File: config.mk
export PLATFORM = sky130hd
export DESIGN_NAME = gpio_in_flat
export DESIGN_NICKNAME = d
export VERILOG_FILES = /design/src/rtl/gpio_in_pkg.sv /design/src/rtl/gpio_in_if.sv /design/src/rtl/gpio_in_debounce.sv /design/src/rtl/gpio_in.sv /design/src/flat_wrapper.sv
export SDC_FILE = /design/constraint.sdc
export NUM_CORES = 1
export LEC_CHECK = 0
export CAP_MARGIN = 20
export CORE_ASPECT_RATIO = 1.25
export CORE_MARGIN = 1
export CORE_UTILIZATION = 43
export DETAILED_ROUTE_END_ITERATION = 8
export GPL_TIMING_DRIVEN = 0
export PLACE_DENSITY_LB_ADDON = 0.08
export SYNTH_ARGS = -nofsm -noshare
export SYNTH_HDL_FRONTEND = slang
export SYNTH_SLANG_ARGS = --single-unit
File: constraint.sdc
create_clock -name clk -period 2.2 [get_ports clk]
set_input_delay 0.33 -clock clk [delete_from_list [all_inputs] [get_ports clk]]
set_output_delay 0.33 -clock clk [all_outputs]
set_load 0.02 [all_outputs]
File: src/rtl/gpio_in_pkg.sv
// Shared register map and bus helpers for the gpio input port.
// Offsets match the gpio output peripheral and the software header.
package gpio_in_pkg;

    localparam logic [7:0] GPIO_DATA    = 8'h00;
    localparam logic [7:0] GPIO_RISE_EN = 8'h04;
    localparam logic [7:0] GPIO_FALL_EN = 8'h08;
    localparam logic [7:0] GPIO_STATUS  = 8'h0C;
    localparam logic [7:0] GPIO_IRQ_EN  = 8'h10;

    typedef enum logic [2:0] {
        REG_DATA,
        REG_RISE_EN,
        REG_FALL_EN,
        REG_STATUS,
        REG_IRQ_EN,
        REG_NONE
    } gpio_reg_e;

    // Word decode; the two byte-offset bits never select anything.
    function automatic gpio_reg_e reg_decode(input logic [7:0] addr);
        gpio_reg_e sel;
        case (addr[7:2])
            GPIO_DATA[7:2]:    sel = REG_DATA;
            GPIO_RISE_EN[7:2]: sel = REG_RISE_EN;
            GPIO_FALL_EN[7:2]: sel = REG_FALL_EN;
            GPIO_STATUS[7:2]:  sel = REG_STATUS;
            GPIO_IRQ_EN[7:2]:  sel = REG_IRQ_EN;
            default:           sel = REG_NONE;
        endcase
        return sel;
    endfunction

    function automatic logic [31:0] be_mask(input logic [3:0] be);
        logic [31:0] m;
        for (int i = 0; i < 4; i++) begin
            m[8*i +: 8] = {8{be[i]}};
        end
        return m;
    endfunction

endpackage

File: src/rtl/gpio_in_if.sv
// Register bus shared by the gpio peripherals: byte-addressed writes,
// registered read data one cycle after the address.
interface gpio_in_if;
    logic [7:0]  addr;
    logic [3:0]  be;
    logic [31:0] wdata;
    logic        we;
    logic [31:0] q;

    modport master (output addr, output be, output wdata, output we, input q);
    modport slave  (input addr, input be, input wdata, input we, output q);
endinterface

File: src/rtl/gpio_in_debounce.sv
// One input pin: two-flop synchronizer followed by an optional
// consecutive-mismatch filter that only accepts changes held DEBOUNCE cycles.
module gpio_in_debounce #(
    parameter int DEBOUNCE = 0,
    parameter int CNT_W    = 8
) (
    input  logic clk,
    input  logic rst,
    input  logic pin,
    output logic stable
);

    logic sync1;
    logic sync2;

    always_ff @(posedge clk or negedge rst) begin
        if (!rst) begin
            sync1 <= 1'b0;
            sync2 <= 1'b0;
        end else begin
            sync1 <= pin;
            sync2 <= sync1;
        end
    end

    generate
        if (DEBOUNCE == 0) begin : g_bypass
            assign stable = sync2;
        end else begin : g_filter
            localparam logic [CNT_W-1:0] CNT_TC = CNT_W'(DEBOUNCE - 1);

            logic [CNT_W-1:0] cnt;
            logic             stable_q;

            // Any agreeing sample restarts the run, so short glitches never land.
            always_ff @(posedge clk or negedge rst) begin
                if (!rst) begin
                    cnt      <= '0;
                    stable_q <= 1'b0;
                end else if (sync2 == stable_q) begin
                    cnt <= '0;
                end else if (cnt == CNT_TC) begin
                    stable_q <= sync2;
                    cnt      <= '0;
                end else begin
                    cnt <= cnt + 1'b1;
                end
            end

            assign stable = stable_q;
        end
    endgenerate

endmodule

File: src/rtl/gpio_in.sv
// Bus-mapped GPIO input port: filtered pin value, edge capture into sticky
// W1C status flags, and a masked level interrupt.
module gpio_in
    import gpio_in_pkg::*;
#(
    parameter int WIDTH    = 4,
    parameter int DEBOUNCE = 0,
    parameter int CNT_W    = 8
) (
    input  logic             clk,
    input  logic             rst,
    gpio_in_if.slave         bus,
    output logic             irq,
    input  logic [WIDTH-1:0] pins
);

    gpio_reg_e        sel;
    logic [WIDTH-1:0] stable;
    logic [WIDTH-1:0] prev;
    logic [WIDTH-1:0] evt;
    logic [WIDTH-1:0] edge_hit;
    logic [WIDTH-1:0] rise_en;
    logic [WIDTH-1:0] fall_en;
    logic [WIDTH-1:0] status;
    logic [WIDTH-1:0] irq_en;
    logic [WIDTH-1:0] wen;
    logic [WIDTH-1:0] wbits;
    logic [WIDTH-1:0] w1c;
    logic [31:0]      bmask;
    logic [31:0]      rd_data;
    logic [31:0]      q_r;
    logic             unused_bus;

    generate
        for (genvar i = 0; i < WIDTH; i++) begin : g_pin
            gpio_in_debounce #(
                .DEBOUNCE (DEBOUNCE),
                .CNT_W    (CNT_W)
            ) u_debounce (
                .clk    (clk),
                .rst    (rst),
                .pin    (pins[i]),
                .stable (stable[i])
            );
        end
    endgenerate

    assign sel        = reg_decode(bus.addr);
    assign bmask      = be_mask(bus.be);
    assign wen        = bmask[WIDTH-1:0];
    assign wbits      = bus.wdata[WIDTH-1:0] & wen;
    assign w1c        = (bus.we && sel == REG_STATUS) ? wbits : '0;
    assign edge_hit   = (stable & ~prev & rise_en) | (~stable & prev & fall_en);
    assign unused_bus = ^{bus.wdata, bmask};

    always_comb begin
        rd_data = '0;
        case (sel)
            REG_DATA:    rd_data = 32'(stable);
            REG_RISE_EN: rd_data = 32'(rise_en);
            REG_FALL_EN: rd_data = 32'(fall_en);
            REG_STATUS:  rd_data = 32'(status);
            REG_IRQ_EN:  rd_data = 32'(irq_en);
            default:     rd_data = '0;
        endcase
    end

    always_ff @(posedge clk or negedge rst) begin
        if (!rst) begin
            prev    <= '0;
            evt     <= '0;
            rise_en <= '0;
            fall_en <= '0;
            status  <= '0;
            irq_en  <= '0;
            irq     <= 1'b0;
            q_r     <= '0;
        end else begin
            prev <= stable;
            // Edge flags are staged one cycle, so an enable written on the
            // detecting edge only affects later edges.
            evt  <= edge_hit;
            if (bus.we && sel == REG_RISE_EN) rise_en <= (rise_en & ~wen) | wbits;
            if (bus.we && sel == REG_FALL_EN) fall_en <= (fall_en & ~wen) | wbits;
            if (bus.we && sel == REG_IRQ_EN)  irq_en  <= (irq_en & ~wen) | wbits;
            // Set is applied after the clear: a coincident detect survives W1C.
            status <= (status & ~w1c) | evt;
            irq    <= |(status & irq_en);
            q_r    <= rd_data;
        end
    end

    assign bus.q = q_r;

endmodule

File: src/flat_wrapper.sv
// flat-port wrapper written by rule: the top's interface ports become plain ports
module gpio_in_flat import gpio_in_pkg::*;
#(
    parameter int WIDTH    = 4,
    parameter int DEBOUNCE = 0,
    parameter int CNT_W    = 8
)
  (clk, rst, irq, pins, bus_addr, bus_be, bus_wdata, bus_we, bus_q);
  gpio_in_if bus_i ();
  input  logic clk;
  input  logic rst;
  output logic irq;
  input  logic [WIDTH-1:0] pins;
  input wire logic [$bits(bus_i.addr)-1:0] bus_addr;
  input wire logic [$bits(bus_i.be)-1:0] bus_be;
  input wire logic [$bits(bus_i.wdata)-1:0] bus_wdata;
  input wire logic [$bits(bus_i.we)-1:0] bus_we;
  output wire logic [$bits(bus_i.q)-1:0] bus_q;
  assign bus_i.addr = bus_addr;
  assign bus_i.be = bus_be;
  assign bus_i.wdata = bus_wdata;
  assign bus_i.we = bus_we;
  assign bus_q = bus_i.q;
  gpio_in #(.WIDTH(WIDTH), .DEBOUNCE(DEBOUNCE), .CNT_W(CNT_W)) u_core (.clk(clk), .rst(rst), .bus(bus_i), .irq(irq), .pins(pins));
endmodule
### After elaboration in Yosys (flattened, before gate mapping)

Cells that the tools add are included.

| word-level totals | value |
|---|---|
| bits in registers | 37 |
| input bits | 51 |
| output and inout port bits | 33 |
| word-level logic and storage cells | 53 |

| cells by class | value |
|---|---|
| eq/ne operators | 8 |
| mux-type cells | 3 |
| bitwise operators | 19 |
| reduce and logical (&&, ||, !) cells | 7 |

Operators by type and width:

| cell | count |
|---|---|
| $and 4x4->4 | 10 |
| $or 4x4->4 | 5 |
| $pmux 4 s5 | 1 |
| $not 4->4 | 4 |
| $pmux 3 s5 | 1 |
| $eq 6x2->1 const B | 2 |
| $eq 3x2->1 const B | 2 |
| $eq 6x1->1 const B | 1 |
| $eq 6x3->1 const B | 1 |
| $logic_not 6->1 | 1 |
| $logic_and 1x1->1 | 4 |
| $mux 4 | 1 |
| $reduce_or 4->1 | 1 |
| $eq 3x1->1 const B | 1 |
| $eq 3x3->1 const B | 1 |
| $logic_not 3->1 | 1 |

### Depth between registers and ports, before layout

| depth | value |
|---|---|
| depth in word-level cells | 8 |
| depth in mapped cells | 4 |

### Hierarchy

A second synthesis with hierarchy kept.

| unflattened totals | value |
|---|---|
| cells, all modules | 128 |
| area total of the unflattened synthesis | 1,642.8 µm² |

By module, submodules not included:

| module | times used | cells an instance | area an instance (µm²) |
|---|---|---|---|
| gpio_in | 1 | 120 | 1,442.6 |
| gpio_in_debounce | 4 | 2 | 50.0 |

### Worst setup path before layout

Ideal clock, no wire load.

| timing | value |
|---|---|
| path type | input port to flip-flop |
| from | input port bus_addr[3] |
| to | register (tool-made name) |
| arrival | 1.197 ns |
| path slack | 0.878 ns |
| stages on the path | 4 |
| path buffers | 1 |
| cells stage by stage | buf_6 nor2b_1 and4_4 mux2_2 |

RTL lines:

| element | line | RTL |
|---|---|---|
| from (decl) | flat_wrapper.sv:14 | `input wire logic [$bits(bus_i.addr)-1:0] bus_addr;` |

==> Implementation_results.wiki <==
{| class="wikitable"
! Metric !! Value
|-
| Count of final setup violators || 0
|-
| Worst max-slew margin expressed relative to the limit || 47.7%
|-
| Port buffer count || 21
|-
| Area growth from synthesis to layout || 27.1%
|-
| Global Route Usage Sum || 16.3%
|-
| Global-route congestion overflow total || 0
|-
| Cell taking the most area after synthesis || sky130_fd_sc_hd__dfrtp_1
|-
| Number of design-rule violations left by the first detailed-router iteration || 32
|-
| Worst-case register-to-register setup slack || 0.96 ns
|-
| Setup bufs post-CTS || 0
|-
| Maximum number of pins on one net before global-route repair || 38
|-
| Critical path class || in -> reg
|-
| Die X-Extent || 57.7 microns
|-
| Synth async-reset ratio || 100%
|-
| Reg2Reg Capture Point || u_core.bus.q[1]
|-
| Slew Limit Fails || 0
|-
| Cell count after synthesis || 131
|-
| Top-level port count || 84
|-
| Cell leakage power || 1.06 nW
|-
| IR Drop Worst-Case VDD || 0.000464 V
|-
| Crit Reg-Reg Startpoint || u_core.status[1]
|-
| Final cycle utilization of the critical path || 76.9%
|-
| Clock sink count || 37
|-
| Global-route wire length before repair || 4900 microns
|-
| Arrival time of data at the critical path endpoint || 1.86 ns
|-
| Inserted Diodes || 0
|-
| Filler cell count || 302
|-
| Count of TritonRoute iterations in the first routing pass || 6
|-
| Time the final worst path needs with I/O delays and setup || 1.69 ns
|-
| Leading cell type in the layout, fill and taps excluded || sky130_fd_sc_hd__dfrtp_1
|-
| Maximum buffer depth of the clock tree || 2
|-
| Final core utilization || 58.9%
|-
| Area share of the largest cell type after synthesis || 55.5%
|-
| Post-cts sizing count || 0
|-
| Critical path fanouts, max || 4
|-
| Avg WL per Cell || 13.0 microns
|-
| Clock tree from TritonCTS || built
|-
| Slew @ Worst Pin || 0.784 ns
|-
| Slowest stage cell, crit path || sky130_fd_sc_hd__clkdlybuf4s50_1
|-
| Multi-input gate area in the final layout || 614 sq um
|-
| Count of cells along the worst register-to-register path || 2
|-
| H-tree depth || 2
|-
| Count of vias placed by the detailed router || 1082
|-
| Filler-free cell count of the finished design || 226
|-
| Category of the worst setup path launch point || primary input
|-
| Worst stage delay on the critical path || 0.56 ns
|-
| # nets final || 237
|-
| Worst setup path startpoint || bus_addr[2]
|-
| Violated checks || design-rule violations
|-
| Antenna violation net count after detailed routing || 0
|-
| Library cell used as clock root buffer || sky130_fd_sc_hd__clkbuf_8
|-
| Number of buffers added to fix hold violations after cts || 0
|-
| Setup repair after global routing missed its margin || no
|-
| Total length of routed wires || 2940 microns
|-
| Number of CTS-inserted buffers || 5
|-
| Timing-limited maximum frequency || 591 MHz
|-
| Core footprint || 3600 sq um
|-
| Share of final-layout standard cells stronger than drive strength 1 || 31.0%
|-
| Aggregate negative setup slack || 0 ns
|-
| Hold Fails Final Rpt || 0
|-
| Antenna violations before repair || 0
|-
| Most used cells in the layout excluding fill and tap cells || sky130_fd_sc_hd__dfrtp_1, sky130_fd_sc_hd__buf_4, sky130_fd_sc_hd__conb_1, sky130_fd_sc_hd__clkdlybuf4s50_1, sky130_fd_sc_hd__mux2_2
|-
| Number of warnings issued by yosys || 0
|-
| Required time of the worst setup path || 2.37 ns
|-
| Register area || 926 sq um
|-
| Rows || 24
|-
| Clock insertion delay at the later pin of the skew report || 0.29 ns
|-
| Max-capacitance violation count || 0
|-
| Via density per instance || 4.79
|-
| Count of unique library cells instantiated by Yosys || 28
|-
| Share of the yosys chip area belonging to registers || 55.5%
|-
| EDFF count, synth || 0
|-
| Netlist area before placement || 1670 sq um
|-
| Cells taking the most area after synthesis || sky130_fd_sc_hd__dfrtp_1, sky130_fd_sc_hd__buf_4, sky130_fd_sc_hd__mux2_2
|-
| Effective utilization at floorplan || 46.3%
|-
| Post-synth top flop || sky130_fd_sc_hd__dfrtp_1
|-
| Routability-driven placement congestion ratio || 0.742
|-
| Height of the chip || 71.7 microns
|-
| Type of element capturing the critical path || flop
|-
| Avg Synthesized Cell Area || 12.7 sq um
|-
| Worst Hold Class || in -> async
|-
| Flops & latches, synth || 37
|-
| Outcome || finished, violations left
|-
| Clock transition at the register clock pins on the worst setup and hold paths after CTS || 0.08 ns
|-
| Worst path cell trace || clkdlybuf4s50_1, nor2b_1, and4_4, mux2_2
|-
| Number of global-route vias before repair || 1030
|-
| DRC violations left || 9
|-
| Sum of net half-perimeters after detailed placement || 2170 microns
|-
| Power consumption || 1.54 mW
|-
| Count of placed standard cells including taps || 218
|-
| Worst clock skew || 0.0108 ns
|-
| Pwr Density || 728 nW/um^2
|-
| Die area || 4140 sq um
|}
==> cell type report <==
class	count	share of cell area [%]
timing repair buffer	21	9.68
buffer	31	10.9
multi-input combinational	90	29.0
sequential	37	43.7
clock buffer	6	3.89
tap	39	2.30
clock inverter	2	0.649
==> worst max-delay path, delay by kind of cell <==
family,cells,cell delay [ns]
buffers and inverters,1,0.56
AND/OR/NAND/NOR,2,0.64
multiplexers,1,0.34
==> logic make-up after synthesis <==
kind of cell	after synthesis	synth area share (%)
buf+inv	31	13.8
other cells	1	0.225
compound gates	17	7.12
flops	37	55.5
simple gates	29	12.1
mux	16	11.2
==> report_power, final <==
| part | total, mW | switching [mW] | internal, mW | leakage (nW) |
|---|---|---|---|---|
| logic | 0.249 | 0.122 | 0.127 | 0.536 |
| registers | 0.801 | 0.0497 | 0.751 | 0.470 |
| clock network | 0.493 | 0.239 | 0.254 | 0.0512 |
| total | 1.54 | 0.411 | 1.13 | 1.06 |
==> cells in the mapped netlist, types with 2 or more instances <==
cell and n:
sky130_fd_sc_hd__nand3b_1 4, sky130_fd_sc_hd__mux2_2 12, sky130_fd_sc_hd__nand2_1 5, sky130_fd_sc_hd__a21o_1 4, sky130_fd_sc_hd__dfrtp_1 37, sky130_fd_sc_hd__a221o_1 3, sky130_fd_sc_hd__nand3_1 3, sky130_fd_sc_hd__o21ai_0 7
sky130_fd_sc_hd__and3_1 3, sky130_fd_sc_hd__a22oi_1 2, sky130_fd_sc_hd__buf_4 28, sky130_fd_sc_hd__nand4_1 5, sky130_fd_sc_hd__mux2i_1 3
==> routing by layer <==
metal	share of wire [%]	track usage, %	vias up
li1	-	-	517
met1	40	17.5	508
met2	52	29.3	51
met3	6.5	4.87	6
met4	1.9	7.14	0
met5	0	0	-
==> worst min path at each step <==
stage,start,endpoint,slack [ns],depth (start not counted)
CTS,rst,u_core.bus.q[2],0.15,1
floorplan,rst,async pin,0.03,0
global route,rst,u_core.evt[0],0.19,1
global placement,u_core.g_pin[0].u_debounce.sync1,u_core.g_pin[0].u_debounce.stable,0.33,0
detailed placement,u_core.g_pin[3].u_debounce.sync1,u_core.g_pin[3].u_debounce.stable,0.34,0
finish,rst,u_core.bus.q[2],0.12,1
==> per-stage QoR <==
step                setup slack, ns  cell area [sq um]  hold WS [ns]
global route                  0.466               2120         0.189
floorplan                     0.878               1770        0.0344
detailed placement            0.204               2020         0.337
CTS                           0.510               2120         0.146
global placement             0.0227               2030         0.334
finish                        0.509               2120         0.115
No activity file was read; power rests on OpenSTA's default activity.
